<file path="config.mk">
export PLATFORM = sky130hd
export DESIGN_NAME = imem_boot_loader_flat
export DESIGN_NICKNAME = d
export VERILOG_FILES = /design/src/rtl/imem_boot_loader_if.sv /design/src/rtl/imem_boot_loader.sv /design/src/flat_wrapper.sv
export SDC_FILE = /design/constraint.sdc
export NUM_CORES = 1
export LEC_CHECK = 0
export BUFFER_PORTS_ARGS = -buffer_cell sky130_fd_sc_hd__buf_2
export CAP_MARGIN = 20
export CORE_MARGIN = 5
export CORE_UTILIZATION = 55
export CTS_CLUSTER_SIZE = 28
export DETAILED_ROUTE_END_ITERATION = 16
export PLACE_DENSITY_LB_ADDON = 0.25
export RECOVER_POWER = 100
export SYNTH_ARGS = -nofsm -noshare
export SYNTH_HDL_FRONTEND = slang
export SYNTH_SLANG_ARGS = --single-unit
</file>
<file path="constraint.sdc">
create_clock -name clk -period 3.2 [get_ports clk]
set_input_delay 0.64 -clock clk [delete_from_list [all_inputs] [get_ports clk]]
set_output_delay 0.64 -clock clk [all_outputs]
set_load 0.01 [all_outputs]
</file>
<file path="src/rtl/imem_boot_loader_if.sv">
// -----------------------------------------------------------------------------
// imem_boot_loader_if
// Byte-stream input (valid/ready) and instruction-memory write port of the
// boot loader, bundled so the loader and its environment share one port.
//   master : stream source / memory side (drives the byte stream)
//   slave  : the loader (accepts bytes, drives the memory write port)
// -----------------------------------------------------------------------------
interface imem_boot_loader_if #(
    parameter int ADDR_W = 8
) ();
    logic              in_valid;
    logic [7:0]        in_data;
    logic              in_ready;
    logic              im_we;
    logic [ADDR_W-1:0] im_addr;
    logic [15:0]       im_wdata;

    modport master (
        output in_valid,
        output in_data,
        input  in_ready,
        input  im_we,
        input  im_addr,
        input  im_wdata
    );

    modport slave (
        input  in_valid,
        input  in_data,
        output in_ready,
        output im_we,
        output im_addr,
        output im_wdata
    );
endinterface

</file>
<file path="src/rtl/imem_boot_loader.sv">
// -----------------------------------------------------------------------------
// imem_boot_loader
// Loads 16-bit instruction words, sent as a length byte followed by high/low
// byte pairs, into instruction memory and holds the CPU in reset until the
// load has completed.
//
// Optional build macro: IMEM_LOADER_CHECKSUM_EN
//   When defined, a trailing XOR checksum byte is expected after the last word;
//   a mismatch ends the load in ERR with the CPU still held in reset.
//   When undefined, the last write goes straight to DONE and err is tied low.
// -----------------------------------------------------------------------------
module imem_boot_loader #(
    parameter int ADDR_W = 8
) (
    input  logic                 clk,
    input  logic                 reset,
    imem_boot_loader_if.slave    bus,
    input  logic                 reload,
    output logic                 cpu_reset,
    output logic                 done,
    output logic                 err
);

    // Remaining-word count needs one extra bit so a full-depth load fits.
    localparam logic [ADDR_W:0] FULL_LOAD = {1'b1, {ADDR_W{1'b0}}};
    localparam logic [ADDR_W:0] LAST_WORD = (ADDR_W+1)'(1);

    typedef enum logic [2:0] {
        S_LEN,
        S_HI,
        S_LO,
        S_WRITE,
`ifdef IMEM_LOADER_CHECKSUM_EN
        S_CSUM,
`endif
        S_DONE,
        S_ERR
    } state_t;

    state_t            state_q;
    state_t            state_d;
    logic [ADDR_W-1:0] addr_q;
    logic [ADDR_W:0]   remaining_q;
    logic [7:0]        hi_q;
    logic [ADDR_W-1:0] im_addr_q;
    logic [15:0]       im_wdata_q;

    logic              ready_c;
    logic              we_c;
    logic              done_c;
    logic              err_c;
    logic              cpu_reset_c;
    logic              accept;

`ifdef IMEM_LOADER_CHECKSUM_EN
    logic [7:0]        csum_q;
`endif

    // A byte moves only when the loader is ready and the source is valid.
    assign accept = ready_c & bus.in_valid;

    // State register; an asserted reset aborts any load in progress at once.
    always_ff @(posedge clk or posedge reset) begin
        if (reset) begin
            state_q <= S_LEN;
        end else begin
            // NOTE: registers take non-blocking assignments so every flop
            // samples the pre-edge value of every other flop.
            state_q <= state_d;
        end
    end

    // Next-state and state-decoded outputs (no input-to-output paths).
    always_comb begin
        // NOTE: every signal written here gets a default first; a path that
        // leaves one unassigned would infer a latch.
        state_d     = state_q;
        ready_c     = 1'b0;
        we_c        = 1'b0;
        done_c      = 1'b0;
        err_c       = 1'b0;
        cpu_reset_c = 1'b1;

        unique case (state_q)
            S_LEN: begin
                ready_c = 1'b1;
                if (bus.in_valid) state_d = S_HI;
            end
            S_HI: begin
                ready_c = 1'b1;
                if (bus.in_valid) state_d = S_LO;
            end
            S_LO: begin
                ready_c = 1'b1;
                if (bus.in_valid) state_d = S_WRITE;
            end
            S_WRITE: begin
                we_c = 1'b1;
                if (remaining_q == LAST_WORD) begin
`ifdef IMEM_LOADER_CHECKSUM_EN
                    state_d = S_CSUM;
`else
                    state_d = S_DONE;
`endif
                end else begin
                    state_d = S_HI;
                end
            end
`ifdef IMEM_LOADER_CHECKSUM_EN
            S_CSUM: begin
                ready_c = 1'b1;
                if (bus.in_valid) begin
                    state_d = (bus.in_data == csum_q) ? S_DONE : S_ERR;
                end
            end
`endif
            S_DONE: begin
                done_c      = 1'b1;
                cpu_reset_c = 1'b0;
                if (reload) state_d = S_LEN;
            end
            S_ERR: begin
`ifdef IMEM_LOADER_CHECKSUM_EN
                err_c = 1'b1;
`endif
                if (reload) state_d = S_LEN;
            end
            default: state_d = S_LEN;
        endcase
    end

    // Word assembly, write-address tracking and remaining-word count.
    always_ff @(posedge clk or posedge reset) begin
        if (reset) begin
            addr_q      <= '0;
            remaining_q <= '0;
            hi_q        <= 8'h00;
            im_addr_q   <= '0;
            im_wdata_q  <= 16'h0000;
        end else begin
            case (state_q)
                S_LEN: begin
                    if (accept) begin
                        remaining_q <= (bus.in_data == 8'h00) ? FULL_LOAD
                                                              : (ADDR_W+1)'(bus.in_data);
                        addr_q      <= '0;
                    end
                end
                S_HI: begin
                    if (accept) hi_q <= bus.in_data;
                end
                S_LO: begin
                    if (accept) begin
                        im_wdata_q <= {hi_q, bus.in_data};
                        im_addr_q  <= addr_q;
                    end
                end
                S_WRITE: begin
                    // After the final word of a full-depth load addr_q wraps,
                    // but it is reloaded before it is used again.
                    addr_q      <= addr_q + ADDR_W'(1);
                    remaining_q <= remaining_q - LAST_WORD;
                end
                default: ;
            endcase
        end
    end

`ifdef IMEM_LOADER_CHECKSUM_EN
    // Running XOR over payload bytes only; cleared whenever a new load starts.
    always_ff @(posedge clk or posedge reset) begin
        if (reset) begin
            csum_q <= 8'h00;
        end else if ((state_q == S_DONE || state_q == S_ERR) && reload) begin
            csum_q <= 8'h00;
        end else if (accept && (state_q == S_HI || state_q == S_LO)) begin
            csum_q <= csum_q ^ bus.in_data;
        end
    end
`endif

    assign bus.in_ready = ready_c;
    assign bus.im_we    = we_c;
    assign bus.im_addr  = im_addr_q;
    assign bus.im_wdata = im_wdata_q;
    assign cpu_reset    = cpu_reset_c;
    assign done         = done_c;
    assign err          = err_c;

endmodule

</file>
<file path="src/flat_wrapper.sv">
// flat-port wrapper written by rule: the top's interface ports become plain ports
module imem_boot_loader_flat 
#(
    parameter int ADDR_W = 8
)
  (clk, reset, reload, cpu_reset, done, err, bus_in_valid, bus_in_data, bus_in_ready, bus_im_we, bus_im_addr, bus_im_wdata);
  imem_boot_loader_if #(.ADDR_W(ADDR_W)) bus_i ();
  input  logic clk;
  input  logic reset;
  input  logic reload;
  output logic cpu_reset;
  output logic done;
  output logic err;
  input wire logic [$bits(bus_i.in_valid)-1:0] bus_in_valid;
  input wire logic [$bits(bus_i.in_data)-1:0] bus_in_data;
  output wire logic [$bits(bus_i.in_ready)-1:0] bus_in_ready;
  output wire logic [$bits(bus_i.im_we)-1:0] bus_im_we;
  output wire logic [$bits(bus_i.im_addr)-1:0] bus_im_addr;
  output wire logic [$bits(bus_i.im_wdata)-1:0] bus_im_wdata;
  assign bus_i.in_valid = bus_in_valid;
  assign bus_i.in_data = bus_in_data;
  assign bus_in_ready = bus_i.in_ready;
  assign bus_im_we = bus_i.im_we;
  assign bus_im_addr = bus_i.im_addr;
  assign bus_im_wdata = bus_i.im_wdata;
  imem_boot_loader #(.ADDR_W(ADDR_W)) u_core (.clk(clk), .reset(reset), .bus(bus_i), .reload(reload), .cpu_reset(cpu_reset), .done(done), .err(err));
endmodule
</file>
==> flow_summary.yaml <==
status:
  status: "complete, no violations"
sta:
  post-route-period-util_pct: 74.6
  final.setup.worst_slack_ps: 813
  final_hold_viol_count: 0
  fin_hold_ws_ps: 319
  slew_margin_rel_pct: 49.5
  setup-tns-final_ps: 0
  fin_skew_ps: 5.06
  maxSlewViolCount: 0
  achievable_frequency_ghz: 0.419
  timing.final.crit_period_ps: 2390
  worst_pin_slew_ps: 754
  finalSetupViolations: 0
  rsz0062_at_grt: "no"
global_routing:
  grt_remaining_overflow: 0
  grt_util_met1_pct: 25.3
  grtUsageMet3_pct: 4.49
  grt_first_pass_wirelength_um: 8010
  grt_util_met2_pct: 28.6
  initial_antenna_violation_count: 0
  grt.busiest_layer: "met2"
  grt_max_degree: 53
  track_usage_pct: 18.3
  first_global_vias: 1669
logic_synthesis:
  synth_compound_area_share_pct: 7.84
  synth_adder_area_share_pct: 1.58
  post_synth_mux_area_share_pct: 17.7
  post_synth_instance_area_um2: 2380
  synth.lib_cells_used.distinct: 46
  synthSimpleGateAreaFrac_pct: 13.6
  ys_seq_elements: 52
  postSynthCellCount: 192
  largest_family_of_logic_cells_by_synthesized_area: "multiplexers"
  synth.net_count: 207
  ys_async_sr_fraction_pct: 100
  number_of_flops_mapped_to_enable_cells_by_yosys: 0
  synth_seq_area_share_pct: 54.7
  synthesis.yosys.warnings: 0
  yosys.area_share.xor_xnor_pct: 1.11
  synthesis.area_per_instance_um2: 12.4
  postSynth.topFlopCell: "dfrtp_1"
cts:
  cts_root_buf: "clkbuf_8"
  clock_tree_from_tritoncts: "done"
  max-clock-path-buffers: 2
  cts_setup_buffers: 0
  clk_pin_slew_worst_paths_ps: 90
  numCtsBuffers: 5
  post_cts_resized: 0
  post_cts_hold_buffer_count: 0
  clock_latency_ps: 290
  clock-sinks: 52
  cts_htree_levels: 2
place:
  dpl_cell_area_um2: 2610
  dp_slack_ps: 1130
  last_weighted_congestion_value_of_the_routability_driven_placer: 0.859
  dpl.cell_count: 276
  place_hpwl_um: 3270
  io_buffer_count: 39
die:
  height_of_the_die_um: 75.7
  die_x_um: 75.7
  core-area_um2: 4260
  initial_core_util_pct: 55.8
  die_ar_um2: 5740
  floorplan.rows: 24
  design.portCount: 41
setup_path:
  critical_path.slowest_cell: "dfrtp_1"
  crit_buf_inv: 3
  endpoint_kind: "primary output"
  critPathArrivalTime_ps: 1750
  critical-path-top-delay-family: "buffers and inverters"
  worstSetupStartpoint: "u_core.state_q[2]"
  crit_path_max_incr_delay_ps: 480
  worst-endpoint-required_ps: 2560
  rr_worst_depth: 4
  crit_chain: "nand3b_1 > buf_4 > inv_1 > clkbuf_1"
  critical_path_class: "reg2out"
  timing.rr.start: "u_core.state_q[2]"
  reg2reg_to: "u_core.bus.im_wdata[8]"
  timing.critical_path.from_type: "flop"
  setup_slack_reg_to_reg_ps: 1140
  worst-path-stages: 4
  crit_path_end: "bus_im_we"
  worstPathMaxFanout: 19
route:
  remaining_drc_errors: 0
  routed_len_inst_um: 16.1
  postRouteWirelength_um: 4580
  drt-pass1-iter-count: 4
  antenna_left: 0
  drt-initial-drc-count: 71
  vias: 1636
  viasPerCell: 5.74
power_and_ir_drop:
  total_power_divided_by_cell_area_nw_per_um2: 882
  max-vdd-ir-drop_mv: 0.452
  power.leakage_nw: 1.16
  report.power.total_mw: 2.35
layout:
  final_nets: 247
  postLayoutCellArea_um2: 2670
  mostFrequentLayoutCell: "dfrtp_1"
  finalNonFillerCells: 285
  area_growth_syn_to_layout_pct: 12.2
  utilization_pct: 62.6
  antenna_cells_inserted: 0
  final_cell_mix: "dfrtp_1 (52), mux2_2 (33), clkbuf_1 (32)"
  drive_above_1_share_pct: 25.3
worst_hold_path:
  hp-class: "in2async"
run:
  maxCapViolations: 0
[logic make-up after synthesis]
family / count (synthesis)
flip-flops: 52
XOR/XNOR: 3
multiplexers: 38
AO/OA/AOI/OAI: 25
adder cells (fa/ha/maj): 3
other: 1
AND/OR/NAND/NOR: 53
buffers and inverters: 17
[area by class of cell]
cell class | count | area (µm²)
fillers | 364 | 1600
repair buffers | 44 | 203
clock inverters | 1 | 8.76
multi-input cells | 123 | 991
clock buffers | 7 | 76.3
well taps | 52 | 65.1
flip-flops and latches | 52 | 1300
inverters | 6 | 22.5
[power breakdown]
group	total [mW]	internal [mW]	switching (mW)
Clock	0.361	0.157	0.204
Combinational	0.851	0.410	0.441
Sequential	1.14	0.923	0.217
[cells in the mapped netlist (all sizes together) (2+ instances only)]
| cell | number | area, µm² |
|---|---|---|
| buf | 8 | 42.5 |
| xnor2 | 2 | 17.5 |
| nand3b | 3 | 22.5 |
| inv | 6 | 22.5 |
| mux2 | 33 | 372 |
| a22o | 2 | 17.5 |
| dfrtp | 52 | 1300 |
| clkbuf | 3 | 11.3 |
| and3 | 2 | 12.5 |
| a21oi | 3 | 15.0 |
| nor2 | 6 | 22.5 |
| or4 | 3 | 30.0 |
| or4b | 3 | 30.0 |
| nor3b | 2 | 15.0 |
| o21ai | 6 | 30.0 |
| nand2 | 8 | 30.0 |
| nor3 | 5 | 25.0 |
| a221o | 2 | 21.3 |
| nand3 | 5 | 25.0 |
| mux2i | 5 | 50.1 |
| nand2b | 4 | 25.0 |
| nand4 | 3 | 18.8 |
| ha | 3 | 37.5 |
| nor4 | 5 | 31.3 |
[sequential cells by signal, indices dropped and copies added, names as in the netlist]
name	flops
u_core.remaining_q	9
u_core.state_q	3
u_core.addr_q	8
u_core.hi_q	8
u_core.bus.im_addr	8
u_core.bus.im_wdata	16
[worst min-delay path by stage]
stage                     startpoint                      end  slack, ps  depth (start not counted)
floorplan           u_core.addr_q[7]         u_core.addr_q[7]        440                          1
global placement    u_core.addr_q[7]         u_core.addr_q[7]        460                          1
detailed placement  u_core.addr_q[7]         u_core.addr_q[7]        470                          1
CTS                 u_core.addr_q[7]         u_core.addr_q[7]        490                          1
global route                   reset  u_core.bus.im_wdata[10]        340                          2
finish                         reset   u_core.bus.im_wdata[9]        320                          2
[per-layer routing]
metal	wire, µm	vias up
met5	0	-
met3	265	7
met1	2090	809
met4	43	0
li1	-	783
met2	2180	37
Power figures use the tool's default switching activity.
